==> config.mk <==
export PLATFORM = sky130hd
export DESIGN_NAME = cnt_delta_drain
export DESIGN_NICKNAME = d
export VERILOG_FILES = /design/src/rtl/cnt_delta_pkg.sv /design/src/rtl/cnt_delta_win_timer.sv /design/src/rtl/cnt_delta_drain.sv
export SDC_FILE = /design/constraint.sdc
export NUM_CORES = 1
export LEC_CHECK = 0
export ABC_CLOCK_PERIOD_IN_PS = 5650
export CAP_MARGIN = 30
export CORE_AREA = 2 2 63 59
export CTS_BUF_LIST = sky130_fd_sc_hd__clkbuf_16
export CTS_CLUSTER_DIAMETER = 50
export CTS_CLUSTER_SIZE = 20
export DETAILED_ROUTE_END_ITERATION = 8
export DIE_AREA = 0 0 65 61
export GPL_ROUTABILITY_DRIVEN = 0
export HOLD_SLACK_MARGIN = 0.05
export PLACE_DENSITY = 0.83
export SLEW_MARGIN = 5
export SYNTH_ARGS = -nofsm -noshare
export SYNTH_HDL_FRONTEND = slang
export SYNTH_SLANG_ARGS = --single-unit
==> constraint.sdc <==
create_clock -name clk -period 5.65 [get_ports clk]
set_input_delay 0.8475 -clock clk [delete_from_list [all_inputs] [get_ports clk]]
set_output_delay 0.8475 -clock clk [all_outputs]
set_load 0.02 [all_outputs]
==> src/rtl/cnt_delta_pkg.sv <==
// cnt_delta_pkg
//   Shared types and helpers for the cnt_delta_drain block.
//   - cnt_delta_state_e : consumer FSM states (INIT, IDLE, BUSY)
//   - sat_add           : unsigned add that saturates at 2^bw-1
package cnt_delta_pkg;

  typedef enum logic [1:0] {
    INIT = 2'd0,
    IDLE = 2'd1,
    BUSY = 2'd2
  } cnt_delta_state_e;

  // Saturating add on bw-bit quantities carried in 32-bit containers.
  // The caller truncates the result back to bw bits.
  function automatic logic [31:0] sat_add(input logic [31:0] a,
                                          input logic [31:0] b,
                                          input int unsigned bw);
    logic [32:0] s;
    logic [32:0] max_v;
    s     = {1'b0, a} + {1'b0, b};
    max_v = (33'd1 << bw) - 33'd1;
    return (s > max_v) ? max_v[31:0] : s[31:0];
  endfunction

endpackage

==> src/rtl/cnt_delta_win_timer.sv <==
// cnt_delta_win_timer
//   Free-running window counter 0..WIN-1 with a strobe on the last cycle.
//   The counter is held at 0 while en is low.
//   Ports:
//     clk, rst_n : clock, asynchronous active-low reset
//     en         : run enable (low holds the count at 0)
//     last       : high during the final cycle of each window
module cnt_delta_win_timer #(
  parameter int WIN = 1000
) (
  input  logic clk,
  input  logic rst_n,
  input  logic en,
  output logic last
);

  localparam int CW = (WIN > 1) ? $clog2(WIN) : 1;
  localparam logic [CW-1:0] LAST_V = CW'(WIN - 1);

  logic [CW-1:0] cnt;

  always_ff @(posedge clk or negedge rst_n) begin
    if (!rst_n) begin
      cnt <= '0;
    end else if (!en) begin
      cnt <= '0;
    end else if (cnt == LAST_V) begin
      cnt <= '0;
    end else begin
      cnt <= cnt + CW'(1);
    end
  end

  assign last = en && (cnt == LAST_V);

endmodule

==> src/rtl/cnt_delta_drain.sv <==
// cnt_delta_drain
//   Receiving-domain consumer of a synchronized binary event count. Each cycle
//   the modular increment of cnt_in is added to a saturating backlog, which is
//   drained one event per valid/ready handshake.
//
//   Handshake: ev_valid is high whenever backlog > 0 and never drops while
//   events are pending; an event is consumed on every cycle where
//   ev_valid & ev_ready is high at the rising edge of clk.
//
//   Optional macro CNT_DELTA_RATE_EN adds a windowed event-rate measurement
//   (ports rate, rate_upd); without it those ports and their logic are absent.
//
//   Ports:
//     clk, rst_n : clock, asynchronous active-low reset
//     cnt_in     : synchronized event count, monotonic modulo 2^W
//     ev_valid   : one event pending
//     ev_ready   : consumer accepts an event
//     backlog    : registered pending-event count
//     ovf        : sticky overflow, events lost at saturation
//     clr_ovf    : synchronous clear of ovf (a same-cycle overflow wins)
//     rate       : events in last completed window (CNT_DELTA_RATE_EN)
//     rate_upd   : one-cycle strobe when rate updates (CNT_DELTA_RATE_EN)
//     state_dbg  : current FSM state
module cnt_delta_drain
  import cnt_delta_pkg::*;
#(
  parameter int W   = 8,
  parameter int BW  = 12,
  parameter int WIN = 1000
) (
  input  logic             clk,
  input  logic             rst_n,
  input  logic [W-1:0]     cnt_in,
  output logic             ev_valid,
  input  logic             ev_ready,
  output logic [BW-1:0]    backlog,
  output logic             ovf,
  input  logic             clr_ovf,
`ifdef CNT_DELTA_RATE_EN
  output logic [BW-1:0]    rate,
  output logic             rate_upd,
`endif
  output cnt_delta_state_e state_dbg
);

  if (W > BW || WIN < 2) begin : g_bad_params
    $error("cnt_delta_drain: need W <= BW and WIN >= 2");
  end

  localparam logic [BW:0] BL_MAX = {1'b0, {BW{1'b1}}};

  cnt_delta_state_e state;
  logic [W-1:0]     cnt_last;
  logic [W-1:0]     delta;
  logic             take;
  logic [BW:0]      sum;
  logic             sat;
  logic [BW-1:0]    backlog_nxt;

  // Subtraction modulo 2^W handles counter wrap (e.g. 250 -> 3 gives 9).
  // sum cannot underflow: take is only possible while backlog > 0.
  always_comb begin
    delta       = cnt_in - cnt_last;
    take        = ev_valid & ev_ready;
    sum         = {1'b0, backlog} + (BW+1)'(delta) - (BW+1)'(take);
    sat         = (sum > BL_MAX);
    backlog_nxt = sat ? BL_MAX[BW-1:0] : sum[BW-1:0];
  end

  always_ff @(posedge clk or negedge rst_n) begin
    if (!rst_n) begin
      state    <= INIT;
      cnt_last <= '0;
      backlog  <= '0;
      ovf      <= 1'b0;
    end else begin
      cnt_last <= cnt_in;
      if (state == INIT) begin
        // Adopt the upstream count as-is so a nonzero start is not a burst.
        state <= IDLE;
        if (clr_ovf) ovf <= 1'b0;
      end else begin
        backlog <= backlog_nxt;
        state   <= (backlog_nxt != '0) ? BUSY : IDLE;
        if (sat) begin
          ovf <= 1'b1;
        end else if (clr_ovf) begin
          ovf <= 1'b0;
        end
      end
    end
  end

  assign ev_valid  = (state == BUSY);
  assign state_dbg = state;

`ifdef CNT_DELTA_RATE_EN
  logic          timer_en;
  logic          win_last;
  logic [BW-1:0] acc;
  logic [BW-1:0] acc_plus;

  assign timer_en = (state != INIT);
  assign acc_plus = BW'(sat_add(32'(acc), 32'(delta), BW));

  cnt_delta_win_timer #(.WIN(WIN)) u_win_timer (
    .clk   (clk),
    .rst_n (rst_n),
    .en    (timer_en),
    .last  (win_last)
  );

  always_ff @(posedge clk or negedge rst_n) begin
    if (!rst_n) begin
      acc      <= '0;
      rate     <= '0;
      rate_upd <= 1'b0;
    end else begin
      rate_upd <= 1'b0;
      if (timer_en) begin
        if (win_last) begin
          rate     <= acc_plus;
          rate_upd <= 1'b1;
          acc      <= '0;
        end else begin
          acc <= acc_plus;
        end
      end
    end
  end
`endif

endmodule

# Word level (Yosys, flattened, before mapping)
# Index checks and enable logic that the tools add are counted.
# op_classes
n_addsub	3
order_cmp	1
n_eq_ne	1
mux	6
bitwise	1
reduce_logical	2
# ops
cell	n
adder 12 x 8 -> 13 bit	1
greater-than comparator 13 x 12 -> 1 bit (second input constant)	1
subtractor 13 x 1 -> 13 bit	1
two-way mux 12 bit	1
nonzero test 12 bit	1
subtractor 8 bit	1
two-way mux 2 bit	2
two-way mux 1 bit	3
equality test 2 bit (second input constant)	1
logical NOT 2 bit	1
AND 1 bit	1
# totals
ff_bits	23
input_bits	12
elab_cells	18

# Depth between registers and ports, before layout
# depth
word_depth	8
mapped_depth	22
mapped_depth_nobuf	20

# Worst setup path after synthesis
# Ideal clock, no wire load.
# synth_path
path_kind	in2reg
start	in cnt_in[0]
end	reg state[1], in the netlist state_dbg[1]
arrival_time_ps	4289
required_ps	5526
setup_slack_ps	1237
path_stages	19
path_cell_list	inv_1 -> ha_1 -> inv_1 -> fa_1 -> nand2_1 -> nand2_1 -> a21oi_1 -> o21bai_1 -> a21oi_1 -> xor2_1 -> ha_1 -> inv_1 -> ha_1 -> clkbuf_1 -> a21o_1 -> or4_1 -> and3_1 -> a2111o_1 -> o31a_1
# synth_between
elab_chain_cells	8
# synth_lines
element	line	source
from (decl)	cnt_delta_drain.sv:33	input logic [W-1:0] cnt_in,
subtractor 8 bit (*)	cnt_delta_drain.sv:63	delta = cnt_in - cnt_last;
adder 12 x 8 -> 13 bit (*)	cnt_delta_drain.sv:65	sum = {1'b0, backlog} + (BW+1)'(delta) - (BW+1)'(take);
subtractor 13 x 1 -> 13 bit (*)	cnt_delta_drain.sv:65	
greater-than comparator 13 x 12 -> 1 bit	cnt_delta_drain.sv:66	sat = (sum > BL_MAX);
two-way mux 12 bit (*)	cnt_delta_drain.sv:67	backlog_nxt = sat ? BL_MAX[BW-1:0] : sum[BW-1:0];
nonzero test 12 bit (*)	cnt_delta_drain.sv:84	state <= (backlog_nxt != '0) ? BUSY : IDLE;
two-way mux 2 bit (*)	cnt_delta_drain.sv:84	
two-way mux 2 bit (*)	cnt_delta_drain.sv:78	if (state == INIT) begin
to (signal assigned)	cnt_delta_drain.sv:84	
to (decl)	cnt_delta_drain.sv:52	cnt_delta_state_e state;
# Mark *: on every way between the ends. The rest lies on a longest branch, timed or not.
# A chain may end at the register's enable or synchronous reset.

# Worst setup path after layout
# layout_path
start	in cnt_in[1]
end	reg backlog[0]
# layout_between
elab_chain_cells	5
# layout_lines
element	line	source
subtractor 8 bit	cnt_delta_drain.sv:63	
adder 12 x 8 -> 13 bit	cnt_delta_drain.sv:65	
subtractor 13 x 1 -> 13 bit	cnt_delta_drain.sv:65	
greater-than comparator 13 x 12 -> 1 bit	cnt_delta_drain.sv:66	
two-way mux 12 bit	cnt_delta_drain.sv:67	
to (signal assigned)	cnt_delta_drain.sv:83	backlog <= backlog_nxt;
to (decl)	cnt_delta_drain.sv:36	output logic [BW-1:0] backlog,
# No other way between the ends.

==> out/summary.txt <==
Avg Inst Size Synth - 9.15 µm²
Root buffer cell - clkbuf_16
Async SR Flop Fraction - 1.00
CTS tree - done
CTS H-tree lvls - 1
Top cells by area, synth - dfrtp_1 (31%), ha_1 (19%), inv_1 (8.3%)
Reg clk slew, reported paths - 60 ps
GRT overflow - 0
Critical Path End - backlog[0]
Antenna violations before repair - 0
Total GRT Usage - 0.229
Setup crit end kind - register
Register area - 576 µm²
Critical path cell sequence - clkdlybuf4s50_1 > ha_1 > nor2b_1 > o21ai_0 > nand2_1 > a21o_1 > a21oi_1 > o21ai_0 > xnor2_1 > ha_1 > inv_1 > ha_1 > a21o_1 > a211oi_1 > o21ai_0 > xnor2_1 > nand2_1 > o22a_1
Count of different cell masters after synthesis - 43
HP Start - backlog[3]
Detailed Route Iter0 Violations - 73
Reg2reg start - cnt_last[1]
Vias in the first global route - 1,504
Vias per inst - 5.67
# IOs - 28
Die Area - 3970 µm²
Post-CTS Setup Inserts - 0
Drt drc - 0
Final instance area - 2250 µm²
FMAX - 200 MHz
Actual slew at the worst max-slew pin - 849 ps
Reg2reg path depth - 18
WL per Instance - 15.0 µm
Seq/Total Area, Yosys - 0.310
CP Launch Point - cnt_in[1]
Cell Area, Synth - 1860 µm²
Worst R2R Setup Slack - 1350 ps
Syn nets - 245
Top_reg_cell synth - dfrtp_1
N_diodes - 0
Outcome - completed
IO Port Bufs - 27
Post-route ant nets - 0
RR Endpoint - backlog[0]
FF+latch count, synth - 23
Tmin final - 4990 ps
Share of layout cells above drive strength 1 - 0.0351
Largest net degree at the start of global routing - 14
Max Cap Viol - 0
Crit start category - primary input
Initial Util - 0.567
Warnings, synthesis - 0
Final nets - 271
Placed cell areas - 2170 µm²
Post-synth top area share - 0.310
Worst hold path class - register to register
Row Count - 20
Max incr delay on CP - 490 ps
Number of synthesized flops with an enable pin - 0
Area delta synth->final - 21.1%
PostCTS Resize Cnt - 0
Cells after Synth - 203
Max-slew violations - 0
Worst Hold Depth - 2
Clock Tree Buf Depth - 2
Crit Path Class - primary input to register
WP data required - 5790 ps
Setup Skew - 3.79 ps
Unrepaired setup endpoints after global routing - no
Period utilization - 0.883
DPL Wire Length - 3140 µm
DR pass1 iterations - 4
Total routed wirelength - 4090 µm
Hold Buf Count CTS - 0
Slowest CP cell - clkdlybuf4s50_1
Die Y - 61 µm
Die X - 65 µm
Filler cell count - 265
Final setup fails - 0
Total core area - 3280 µm²
Setup Total Neg Slack - 0 ps
First-pass GRT wire length - 6850 µm
Via count - 1,541
Fin. Hold Viols - 0
Multi-input gate area - 1100 µm²
Synth area leader - dfrtp_1
Clock sinks - 23
Crit path DAT - 5130 ps
Slew headroom - 0.432
TritonCTS buffer count - 3
Clk Latency, worst-skew pair - 260 ps
CP max FO - 11
[logic make-up after synthesis]
kind of cell,count (synthesis),share of synthesized area
AO/OA/AOI/OAI,52,0.200
multiplexers,2,0.0114
adder cells (fa/ha/maj),30,0.210
XOR/XNOR,16,0.0754
buffers and inverters,48,0.0976
flip-flops,23,0.310
AND/OR/NAND/NOR,32,0.0956
[layer usage]
metal / up-vias / GRT usage / wire (µm) / part of all wire
met5: - / 0 / 0 / 0
met3: 7 / 0.0464 / 265 / 0.065
met2: 55 / 0.417 / 2010 / 0.49
met1: 728 / 0.288 / 1780 / 0.43
met4: 0 / 0.0365 / 43 / 0.011
li1: 751 / - / - / -
[critical path, delay by kind of cell]
kind,cells,cell delay [ps]
AO/OA/AOI/OAI,8,1820
XOR/XNOR,2,390
adder cells (fa/ha/maj),3,970
buffers and inverters,2,530
AND/OR/NAND/NOR,3,550
[synth_stat cells (2+ instances only)]
master	count
inv_1	41
ha_1	28
dfrtp_1	23
a21oi_1	12
a2bb2oi_1	10
xnor2_1	10
a21o_1	9
nand2_1	8
xor2_1	6
clkbuf_1	5
nand3_1	4
o21ai_0	4
and3_1	3
nand4_1	3
nor2b_1	3
a211oi_1	2
a311oi_1	2
fa_1	2
nor2_1	2
or3_1	2
or4_1	2
[sequential cells by signal, indices dropped and copies added, names as in the netlist]
| signal | flops |
|---|---|
| backlog | 12 |
| ovf | 1 |
| cnt_last | 8 |
| state_dbg | 2 |
[stage by stage]
stage	cells	util	hold slack (ps)	setup slack, ps
finish	272	0.687	548	660
global route	272	0.687	581	351
floorplan	203	-	552	1240
detailed placement	268	0.662	542	535
global placement	267	0.658	526	631
CTS	272	0.687	552	692
[how the worst min path moves through the flow]
stage	endpoint	slack [ps]
2_1_floorplan	backlog[0]	550
3_3_place_gp	backlog[0]	530
3_5_place_dp	backlog[1]	540
4_1_cts	backlog[1]	550
5_1_grt	backlog[3]	580
6_report	backlog[3]	550
[final cells by class]
| type | count | area share |
|---|---|---|
| clock buffer | 3 | 0.0334 |
| clock inverter | 1 | 0.00222 |
| inverter | 41 | 0.0684 |
| multi-input combinational | 132 | 0.489 |
| sequential | 23 | 0.256 |
| tap | 44 | 0.0245 |
| timing repair buffer | 28 | 0.127 |
[placed cells by master (no fill, tap or decap), types with 3 or more instances in the layout]
cell type	instances
inv_1	41
ha_1	28
clkdlybuf4s50_1	27
dfrtp_1	23
a21oi_1	12
xnor2_1	10
a2bb2oi_1	10
a21o_1	9
nand2_1	8
xor2_1	6
o21ai_0	4
nand3_1	4
nor2b_1	3
nand4_1	3
and3_1	3
clkbuf_16	3
Power is left out: the tool's default activity adds up to more than one toggle a clock period on the data nets, which glitch-free logic cannot reach.
